## config.mk

```make
export PLATFORM = sky130hd
export DESIGN_NAME = pe_conv_row_gen
export DESIGN_NICKNAME = d
export VERILOG_FILES = /design/src/rtl/pe_conv_row_gen.sv
export SDC_FILE = /design/constraint.sdc
export NUM_CORES = 2
export LEC_CHECK = 0
export ABC_AREA = 1
export CORE_ASPECT_RATIO = 1.2
export CORE_MARGIN = 2
export CORE_UTILIZATION = 35
export DETAILED_ROUTE_END_ITERATION = 12
export GPL_ROUTABILITY_DRIVEN = 0
export GPL_TIMING_DRIVEN = 0
export PLACE_DENSITY = 0.48
export SLEW_MARGIN = 20
export SYNTH_ARGS = -nofsm -noshare
export SYNTH_HDL_FRONTEND = slang
export SYNTH_SLANG_ARGS = --single-unit
```

## constraint.sdc

```tcl
create_clock -name clk -period 32.8 [get_ports clk]
set_clock_uncertainty 0.15 [all_clocks]
set_input_delay 6.56 -clock clk [delete_from_list [all_inputs] [get_ports clk]]
set_output_delay 6.56 -clock clk [all_outputs]
set_load 0.02 [all_outputs]
```

## src/rtl/pe_conv_row_gen.sv

```systemverilog
// pe_conv_row_gen: row-stationary PE. Streams one activation row against a
// runtime-sized 1-D kernel (1..K_MAX taps, stride 1 or 2). It can optionally
// add an upstream psum to each output. Results are saturated to PSUM_W and
// queued in a show-ahead output FIFO.
// Ports:
//   clk, rst_n            clock, async active-low reset
//   wt_load, wt_i         weight latch (IDLE only), tap k at [k*WW +: WW]
//   cfg_k/stride2/acc_en/len  row configuration, sampled on start
//   start                 begin row (IDLE only)
//   act_valid/ready/i     activation stream
//   psum_in_valid/ready   upstream psum stream, consumed with its activation
//   busy, done            state != IDLE, 1-cycle pulse as last output lands
//   fifo_rd_en/dout/empty/full/count  output FIFO (show-ahead)
module pe_conv_row_gen #(
  parameter int AW         = 8,
  parameter int WW         = 8,
  parameter int K_MAX      = 5,
  parameter int PSUM_W     = 24,
  parameter int FIFO_DEPTH = 8,
  parameter int LEN_W      = 8
) (
  input  logic                            clk,
  input  logic                            rst_n,
  input  logic                            wt_load,
  input  logic [K_MAX*WW-1:0]             wt_i,
  input  logic [$clog2(K_MAX+1)-1:0]      cfg_k,
  input  logic                            cfg_stride2,
  input  logic                            cfg_acc_en,
  input  logic [LEN_W-1:0]                cfg_len,
  input  logic                            start,
  input  logic                            act_valid,
  output logic                            act_ready,
  input  logic [AW-1:0]                   act_i,
  input  logic                            psum_in_valid,
  output logic                            psum_in_ready,
  input  logic [PSUM_W-1:0]               psum_in,
  output logic                            busy,
  output logic                            done,
  input  logic                            fifo_rd_en,
  output logic [PSUM_W-1:0]               fifo_dout,
  output logic                            fifo_empty,
  output logic                            fifo_full,
  output logic [$clog2(FIFO_DEPTH+1)-1:0] fifo_count
);

  localparam int KW    = $clog2(K_MAX+1);
  localparam int CW    = $clog2(FIFO_DEPTH+1);
  localparam int PW    = $clog2(FIFO_DEPTH);
  localparam int PRODW = AW + WW;
  // One guard bit above the exact-sum width keeps the sign-extension fields non-empty.
  localparam int SUM_W = AW + WW + $clog2(K_MAX) + 1;

  typedef enum logic [1:0] {S_IDLE, S_RUN, S_FLUSH} state_t;

  state_t              r_state, w_state_next;
  logic [WW-1:0]       r_w   [K_MAX];
  logic [AW-1:0]       r_sr  [K_MAX];
  logic [AW-1:0]       w_win [K_MAX];
  logic [KW-1:0]       r_k;
  logic                r_stride2, r_acc_en, r_done;
  logic [LEN_W-1:0]    r_len, r_j;
  logic                r_pipe_valid;
  logic [SUM_W-1:0]    r_pipe_sum, w_sum;
  logic [PSUM_W-1:0]   r_pipe_psum, w_sat;
  logic [PSUM_W:0]     w_total;
  logic [AW-1:0]       w_tap;
  logic [PRODW-1:0]    w_prod;
  logic [PSUM_W-1:0]   r_mem [FIFO_DEPTH];
  logic [PW-1:0]       r_wr_ptr, r_rd_ptr;
  logic [CW-1:0]       r_count;
  logic                w_cfg_ok, w_start_fire, w_act_ready, w_act_fire;
  logic                w_emit_next, w_last, w_credit_ok, w_push, w_pop;

  // Emit test for the activation about to be accepted (index r_j). For stride 2
  // the parity of (j - k + 1) is even exactly when the LSBs of j and k differ.
  assign w_emit_next = (({1'b0, r_j} + (LEN_W+1)'(1)) >= (LEN_W+1)'(r_k)) &&
                       (!r_stride2 || (r_j[0] != r_k[0]));
  assign w_last      = (({1'b0, r_j} + (LEN_W+1)'(1)) == {1'b0, r_len});
  assign w_credit_ok = ((CW+1)'(r_count) + (CW+1)'(r_pipe_valid)) < (CW+1)'(FIFO_DEPTH);
  assign w_cfg_ok    = (cfg_k != '0) && (cfg_k <= KW'(K_MAX)) &&
                       ((LEN_W+1)'(cfg_len) >= (LEN_W+1)'(cfg_k));
  assign w_act_fire  = act_valid && w_act_ready;
  assign w_push      = r_pipe_valid;
  assign w_pop       = fifo_rd_en && (r_count != '0);

  always_ff @(posedge clk or negedge rst_n) begin
    if (!rst_n) r_state <= S_IDLE;
    else        r_state <= w_state_next;
  end

  always_comb begin
    w_state_next = r_state;
    w_start_fire = 1'b0;
    w_act_ready  = 1'b0;
    case (r_state)
      S_IDLE: begin
        if (start && w_cfg_ok) begin
          w_start_fire = 1'b1;
          w_state_next = S_RUN;
        end
      end
      S_RUN: begin
        w_act_ready = w_credit_ok && !(r_acc_en && w_emit_next && !psum_in_valid);
        if (act_valid && w_act_ready && w_last) w_state_next = S_FLUSH;
      end
      S_FLUSH: w_state_next = S_IDLE;
      default: w_state_next = S_IDLE;
    endcase
  end

  assign act_ready     = w_act_ready;
  assign psum_in_ready = w_act_fire && w_emit_next && r_acc_en;
  assign busy          = (r_state != S_IDLE);
  assign done          = r_done;
  assign fifo_dout     = r_mem[r_rd_ptr];
  assign fifo_empty    = (r_count == '0);
  assign fifo_full     = (r_count == CW'(FIFO_DEPTH));
  assign fifo_count    = r_count;

  // Window as it will look after the current activation shifts in; the sum
  // pairs tap k with window slot cfg_k-1-k.
  always_comb begin
    w_sum  = '0;
    w_tap  = '0;
    w_prod = '0;
    w_win[0] = act_i;
    for (int unsigned i = 1; i < K_MAX; i++) w_win[i] = r_sr[i-1];
    for (int unsigned k = 0; k < K_MAX; k++) begin
      w_tap = '0;
      for (int unsigned p = 0; p < K_MAX; p++)
        if (int'(p) == int'(r_k) - 1 - int'(k)) w_tap = w_win[p];
      w_prod = {{WW{w_tap[AW-1]}}, w_tap} * {{AW{r_w[k][WW-1]}}, r_w[k]};
      if (int'(k) < int'(r_k))
        w_sum = w_sum + {{(SUM_W-PRODW){w_prod[PRODW-1]}}, w_prod};
    end
  end

  always_comb begin
    w_total = {{(PSUM_W+1-SUM_W){r_pipe_sum[SUM_W-1]}}, r_pipe_sum} +
              {r_pipe_psum[PSUM_W-1], r_pipe_psum};
    w_sat   = w_total[PSUM_W-1:0];
    if (w_total[PSUM_W] != w_total[PSUM_W-1])
      w_sat = w_total[PSUM_W] ? {1'b1, {(PSUM_W-1){1'b0}}} : {1'b0, {(PSUM_W-1){1'b1}}};
  end

  always_ff @(posedge clk or negedge rst_n) begin
    if (!rst_n) begin
      for (int unsigned i = 0; i < K_MAX; i++) begin
        r_w[i]  <= '0;
        r_sr[i] <= '0;
      end
      for (int unsigned i = 0; i < FIFO_DEPTH; i++) r_mem[i] <= '0;
      r_k          <= '0;
      r_stride2    <= 1'b0;
      r_acc_en     <= 1'b0;
      r_len        <= '0;
      r_j          <= '0;
      r_done       <= 1'b0;
      r_pipe_valid <= 1'b0;
      r_pipe_sum   <= '0;
      r_pipe_psum  <= '0;
      r_wr_ptr     <= '0;
      r_rd_ptr     <= '0;
      r_count      <= '0;
    end else begin
      r_done       <= (r_state == S_FLUSH);
      r_pipe_valid <= w_act_fire && w_emit_next;
      if (r_state == S_IDLE && wt_load)
        for (int unsigned i = 0; i < K_MAX; i++) r_w[i] <= wt_i[i*WW +: WW];
      if (w_start_fire) begin
        r_k       <= cfg_k;
        r_stride2 <= cfg_stride2;
        r_acc_en  <= cfg_acc_en;
        r_len     <= cfg_len;
        r_j       <= '0;
        for (int unsigned i = 0; i < K_MAX; i++) r_sr[i] <= '0;
      end
      if (w_act_fire) begin
        for (int unsigned i = 0; i < K_MAX; i++) r_sr[i] <= w_win[i];
        r_j <= r_j + LEN_W'(1);
        if (w_emit_next) begin
          r_pipe_sum  <= w_sum;
          r_pipe_psum <= r_acc_en ? psum_in : '0;
        end
      end
      if (w_push) begin
        r_mem[r_wr_ptr] <= w_sat;
        r_wr_ptr        <= r_wr_ptr + PW'(1);
      end
      if (w_pop) r_rd_ptr <= r_rd_ptr + PW'(1);
      case ({w_push, w_pop})
        2'b10:   r_count <= r_count + CW'(1);
        2'b01:   r_count <= r_count - CW'(1);
        default: r_count <= r_count;
      endcase
    end
  end

endmodule

```

Yosys cells after proc, flatten, opt, wreduce, memory -nomap -nowiden
Cells that the tools add are included.

Reductions and logical operators: 33. Mux-type cells: 50. Div/mod/pow operators: 0. Magnitude comparators: 12. Shift-type cells: 0. Bitwise operators: 2. Multipliers: 5. Equal/unequal tests: 30. Add/subtract/negate cells: 17.

Operators with widths (number): 8-bit 2-to-1 mux (27); 192-bit bitwise mux (1); 3-bit by 32-bit == test with 1-bit output, first input constant (6); 32-bit zero test (5); 24-bit 2-to-1 mux (6); 20-bit 2-to-1 mux (5); 2-bit by 32-bit == test with 1-bit output, first input constant (3); 4-bit by 32-bit == test with 1-bit output, first input constant (3); 20-bit adder (4); 8-bit by 8-bit multiplier with 16-bit output (5); 40-bit 2-to-1 mux (2); 24-bit binary-select mux with 3-bit select (1); 24-bit demux with 3-bit select (1); 20-bit by 24-bit adder with 25-bit output (1); 1-bit logical AND (15); 3-bit by 5-bit == test with 1-bit output, first input constant (2); 4-bit by 3-bit subtractor with 5-bit output, second input constant (2); 8-bit by 1-bit adder with 9-bit output, second input constant (1); 9-bit by 8-bit == test with 1-bit output (1); 9-bit by 3-bit >= comparator with 1-bit output (1); 8-bit by 1-bit adder with 8-bit output, second input constant (1); 3-bit by 4-bit == test with 1-bit output, first input constant (2); 4-bit >= comparator, second input constant (2); 8-bit by 3-bit >= comparator with 1-bit output (1); other kinds (35) (51).

Memory bits (read-only): 0. Bits of input ports: 92. Bits in registers: 343. Bits in writable memories: 0. Memories kept: 0. Bits in latches: 0. Word-level logic and storage cells: 179.

Logic depth before layout (Yosys ltp)
Depth in word-level cells: 17. Depth in mapped cells: 78. Depth with buffers taken out: 76.

Worst setup path after synthesis
OpenSTA, ideal clock, no wires.

Kind: input to register. Start point: input act_i[5]. End point: register r_pipe_sum[19]. Stages on the path: 59. Library setup time: 0.117 ns. Data arrival time: 15.390 ns. Path slack: 17.142 ns. Path buffers: 0. Path through: inv_1 -> o21ai_0 -> a21oi_1 -> o221ai_2 -> nand2_1 -> nor2_1 -> fa_1 -> inv_1 -> fa_1 -> inv_1 -> fa_1 -> inv_1 -> fa_1 -> inv_1 -> ha_1 -> a21oi_1 -> nor2_1 -> nor2_1 -> (+23 left out) -> nand3_1 -> a21boi_0 -> o21ai_0 -> or2_2 -> nand3_1 -> and2_1 -> ha_1 -> nand2_1 -> nor3_1 -> nand4_1 -> nor3b_1 -> nor2_1 -> nand3_1 -> inv_1 -> nor2_1 -> nand3_1 -> nand3_1 -> nand2_1.

Longest elaborated chain between the ends: 15.

RTL lines: from (decl) (RTL line 33) `input logic [AW-1:0] act_i,`; 8-bit 2-to-1 mux (5 in series) (RTL line 131) `if (int'(p) == int'(r_k) - 1 - int'(k)) w_tap = w_win[p];`; 8-bit by 8-bit multiplier with 16-bit output (RTL line 132) `w_prod = {{WW{w_tap[AW-1]}}, w_tap} * {{AW{r_w[k][WW-1]}}, r_w[k]};`; 20-bit 2-to-1 mux (RTL line 133) `if (int'(k) < int'(r_k))`; 20-bit adder (RTL line 134) `w_sum = w_sum + {{(SUM_W-PRODW){w_prod[PRODW-1]}}, w_prod};`; 20-bit 2-to-1 mux (RTL line 133); 20-bit adder (RTL line 134); 20-bit 2-to-1 mux (RTL line 133); 20-bit adder (RTL line 134); 20-bit 2-to-1 mux (RTL line 133); 20-bit adder (RTL line 134); 20-bit 2-to-1 mux (*) (RTL line 133); to (signal assigned) (RTL line 182) `r_pipe_sum <= w_sum;`; to (decl) (RTL line 63) `logic [SUM_W-1:0] r_pipe_sum, w_sum;`.

Every way passes the cells marked *; elsewhere a longest branch is shown, timed or not. A chain may end at the register's enable or synchronous reset.

Final worst setup path
Start point: input act_i[4]. End point: register r_pipe_sum[19].

The elaborated chain is that of the path after synthesis.

==> impl_results.html <==
<table>
<tr><th>Metric</th><th>Value</th></tr>
<tr><th colspan="2">Clock tree</th></tr>
<tr><td>TritonCTS clock tree</td><td>yes</td></tr>
<tr><td>Clock slew at reported path FFs</td><td>~0.060 ns</td></tr>
<tr><td>Clock buffers created by TritonCTS</td><td>44</td></tr>
<tr><td>Hold buffer count at cts</td><td>0</td></tr>
<tr><td>Sinks on Clock Net</td><td>343</td></tr>
<tr><td>Clock Tree Buf Depth</td><td>3</td></tr>
<tr><td>Post-CTS Repair Setup Buffers</td><td>0</td></tr>
<tr><td>Root Driver</td><td>clkbuf_16</td></tr>
<tr><td>Clock H-tree levels</td><td>2</td></tr>
<tr><td>Worst-skew pair later-pin latency</td><td>0.62 ns</td></tr>
<tr><td>Resized Gates After CTS</td><td>0</td></tr>
<tr><th colspan="2">Final layout</th></tr>
<tr><td>Number of inserted diodes</td><td>0</td></tr>
<tr><td>Commonest non-fill, non-tap cell in the layout</td><td>nand2_1</td></tr>
<tr><td>Proportion of layout cells with a drive suffix above 1</td><td>4.901%</td></tr>
<tr><td>Commonest cells after routing, fill and taps aside</td><td>nand2_1, inv_1, nor2_1</td></tr>
<tr><td>Utilization after layout</td><td>39.89%</td></tr>
<tr><td>Cell Count, Final, Fillers Out</td><td>6,507</td></tr>
<tr><td>NumNets Final</td><td>5,744</td></tr>
<tr><td>Count of filler cells inserted in the layout</td><td>10,940</td></tr>
<tr><td>Layout area overhead</td><td>13.06%</td></tr>
<tr><th colspan="2">Yosys</th></tr>
<tr><td>Number of instances in the synthesized netlist</td><td>4,934</td></tr>
<tr><td>Simple-gate portion of the synthesized area</td><td>between 20% and 30%</td></tr>
<tr><td>Number of library cell types mapped by synthesis</td><td>63</td></tr>
<tr><td>Largest family of logic cells by synthesized area</td><td>simple AND/OR/NAND/NOR gates</td></tr>
<tr><td>XOR/XNOR Fraction of Synth Area</td><td>3.370%</td></tr>
<tr><td>Share of the synthesized area in the top cell type</td><td>23.96%</td></tr>
<tr><td>Biggest area consumer among synthesized cells</td><td>dfrtp_1</td></tr>
<tr><td>Multiplexer share of the synthesized area</td><td>less than 1%</td></tr>
<tr><td>Synthesized area divided by synthesized cell count</td><td>7.261 um^2</td></tr>
<tr><td>Share of synthesized area occupied by flip-flops and latches</td><td>between 20% and 30%</td></tr>
<tr><td>Net count after synthesis</td><td>5,569</td></tr>
<tr><td>Fraction of registers with async set or reset after synthesis</td><td>100.0%</td></tr>
<tr><td>Adder and majority gate portion of the synthesized area</td><td>24.85%</td></tr>
<tr><td>Number of enable flip-flop cells after synthesis</td><td>0</td></tr>
<tr><td>Total number of yosys warnings</td><td>0</td></tr>
<tr><td>Dominant synthesized flop cell</td><td>dfrtp_1</td></tr>
<tr><td>Compound-gate portion of the synthesized area</td><td>a little under an eighth</td></tr>
<tr><td>Leading post-synthesis cells by cell area</td><td>dfrtp_1, fa_1, nand2_1</td></tr>
<tr><td>Count of state elements after synthesis</td><td>343</td></tr>
<tr><td>Mapped Area</td><td>roughly 36,000 um^2</td></tr>
<tr><th colspan="2">Die</th></tr>
<tr><td>Die Outline Area</td><td>approximately 100,000 um^2</td></tr>
<tr><td>Top-level port count</td><td>126</td></tr>
<tr><td>Area of the core region</td><td>101,500 um^2</td></tr>
<tr><td>Die Span Y</td><td>~350 um</td></tr>
<tr><td>Rows</td><td>between 100 and 150</td></tr>
<tr><td>Die width</td><td>296.1 um</td></tr>
<tr><td>Initial Util</td><td>35.28%</td></tr>
<tr><th colspan="2">Drt</th></tr>
<tr><td>DR vias</td><td>31,530</td></tr>
<tr><td>Pre-antenna DRT Iters</td><td>7</td></tr>
<tr><td>Initial DRC Count</td><td>approximately 1,600</td></tr>
<tr><td>Vias per cell</td><td>4.846</td></tr>
<tr><td>Post-Route WL</td><td>around 120,000 um</td></tr>
<tr><td>Mean routed wirelength per cell</td><td>17.75 um</td></tr>
<tr><td>Drc violations</td><td>0</td></tr>
<tr><td>Remaining number of nets flagged by the antenna check after routing</td><td>0</td></tr>
<tr><th colspan="2">Timing</th></tr>
<tr><td>Max frequency</td><td>0.05643 GHz</td></tr>
<tr><td>Post-layout min period</td><td>~18 ns</td></tr>
<tr><td>Final Cycle Share</td><td>54.03%</td></tr>
<tr><td>RSZ-0062 raised after global routing</td><td>false</td></tr>
<tr><td>Setup-violating endpoint count in the final report</td><td>0</td></tr>
<tr><td>Hold Fails Final Rpt</td><td>0</td></tr>
<tr><td>Final sum of negative setup slack</td><td>0 ns</td></tr>
<tr><td>Worst Tran Pin Value</td><td>1.049 ns</td></tr>
<tr><td>Pins Over Slew Limit</td><td>0</td></tr>
<tr><td>Headroom to the max-slew limit</td><td>29.57%</td></tr>
<tr><th colspan="2">Global routing</th></tr>
<tr><td>Gr ovfl total</td><td>0</td></tr>
<tr><td>Global-route total usage across every layer</td><td>about 22%</td></tr>
<tr><td>Largest net degree at the start of global routing</td><td>83</td></tr>
<tr><td>Number of antenna violations at the first check in global routing</td><td>1</td></tr>
<tr><td>Via count of the first global-routing pass</td><td>approximately 33,000</td></tr>
<tr><td>Wire length of the first global-routing pass</td><td>around 180,000 um</td></tr>
<tr><th colspan="2">Flow run</th></tr>
<tr><td>Max-cap viol count</td><td>0</td></tr>
<tr><th colspan="2">Critical path</th></tr>
<tr><td>Startpoint type of the worst setup path</td><td>input pin</td></tr>
<tr><td>Category of the worst setup path capture point</td><td>register</td></tr>
<tr><td>Arrival time at the worst endpoint</td><td>18.07 ns</td></tr>
<tr><td>Crit path required time</td><td>33.15 ns</td></tr>
<tr><td>Critical path launch point</td><td>act_i[4]</td></tr>
<tr><td>Top cell by count, worst path</td><td>nand2_1</td></tr>
<tr><td>Slowest stage cell on the critical path</td><td>o221ai_1</td></tr>
<tr><td>Largest fanout on the critical path</td><td>8</td></tr>
<tr><td>Crit-path max cell delay</td><td>0.70 ns</td></tr>
<tr><td>CP Class</td><td>input pin to register</td></tr>
<tr><td>Crit Reg-Reg Startpoint</td><td>r_k[2]</td></tr>
<tr><th colspan="2">Placement</th></tr>
<tr><td>Count of buffers from port buffering</td><td>around 130</td></tr>
<tr><td>Post-detail-place hpwl</td><td>slightly below 100,000 um</td></tr>
<tr><td>Cell count after placement</td><td>6,428</td></tr>
<tr><th colspan="2">Outcome</th></tr>
<tr><td>Outcome</td><td>finished clean</td></tr>
<tr><th colspan="2">Worst hold path</th></tr>
<tr><td>Start point of the worst hold path</td><td>r_state[0]</td></tr>
<tr><td>Class of the tightest hold or removal check</td><td>register to register</td></tr>
</table>
[critical path: cells and delay by family]
kind | cells | cell delay [ns]
simple gates | 36 | 4.82
compound gates | 8 | 2.19
buf+inv | 9 | 0.93
xor+xnor | 1 | 0.16
fa+ha+maj | 9 | 3.40
[final timing paths]
| check | endpoint | slack [ns] | cells past startpoint |
|---|---|---|---|
| worst min register to register | done | 0.31 | 1 |
| worst max-delay path | r_pipe_sum[19] | 15.08 | 63 |
| worst max register to register | r_pipe_sum[19] | 18.71 | 69 |
| worst min-delay path | done | 0.31 | 1 |
| min in group asynchronous | r_mem[152] | 5.70 | 1 |
| max in group asynchronous | r_w[31] | 25.16 | 4 |
[metal layers]
metal / track usage [%] / vias to the layer above / wire [um]
li1: - / 15830 / -
met3: 1.928 / 146 / 3506
met5: 0 / - / 0
met4: 6.869 / 0 / 3817
met2: 42.30 / 581 / 61180
met1: 26.24 / 14970 / 47020
[logic make-up (layout without fill, tap and decap cells)]
logic type	after synthesis	after routing
and+or+nand+nor	2244	2244
buffers and inverters	942	1150
AOI/OAI and AO/OA	707	707
adders and majority gates	543	543
DFF	343	343
xor gates and xnor gates	137	137
muxes	18	18
[per-stage QoR]
step | cell area (um^2) | hold WS [ns] | worst slack [ns]
floorplan | 35830 | 0.2730 | 17.14
global placement | 38790 | 0.2969 | 8.044
detailed placement | 38900 | 0.3002 | 14.54
CTS | 40510 | 0.3071 | 15.16
global route | 40510 | 0.3133 | 14.05
finish | 40510 | 0.3058 | 15.08
[Yosys cell counts, drive strengths merged, types with 2 or more instances]
| master | count |
|---|---|
| a21boi | 5 |
| nor3b | 4 |
| o221ai | 21 |
| o211a | 2 |
| nor2 | 500 |
| o22ai | 66 |
| xor2 | 72 |
| clkbuf | 108 |
| nand4 | 26 |
| nor4 | 6 |
| a21o | 13 |
| fa | 281 |
| nand2 | 1454 |
| ha | 262 |
| inv | 789 |
| a31oi | 38 |
| nor3 | 31 |
| o21a | 5 |
| a211oi | 6 |
| a21oi | 206 |
| o31ai | 3 |
| nand3b | 3 |
| or2 | 23 |
| o211ai | 27 |
| o21ai | 300 |
| buf | 36 |
| dfrtp | 343 |
| o21bai | 11 |
| nand3 | 187 |
| clkinv | 9 |
| and2 | 9 |
| xnor2 | 65 |
| mux2 | 17 |
[registers in the layout, summed over array words and instances, names as in the netlist, 2 cells and up]
signal / flops
r_k: 3
fifo_count: 4
r_mem: 192
r_rd_ptr: 3
r_state: 2
r_pipe_psum: 24
r_sr: 32
r_j: 8
r_wr_ptr: 3
r_w: 40
r_len: 8
r_pipe_sum: 20
[layout make-up]
type                    count  area, um^2  area share (%)
clock buffers              62        1289           3.182
clock inverters            17       315.3          0.7784
inverters                 798        2995           7.395
repair buffers            129        1366           3.373
plain buffers             144       656.9           1.622
well taps                1365        1708           4.216
multi-input cells        3649       23590           58.24
flip-flops and latches    343        8583           21.19
Power is not shown: default switching activity piles up to over one toggle a cycle in this logic, so the estimate is an artifact.
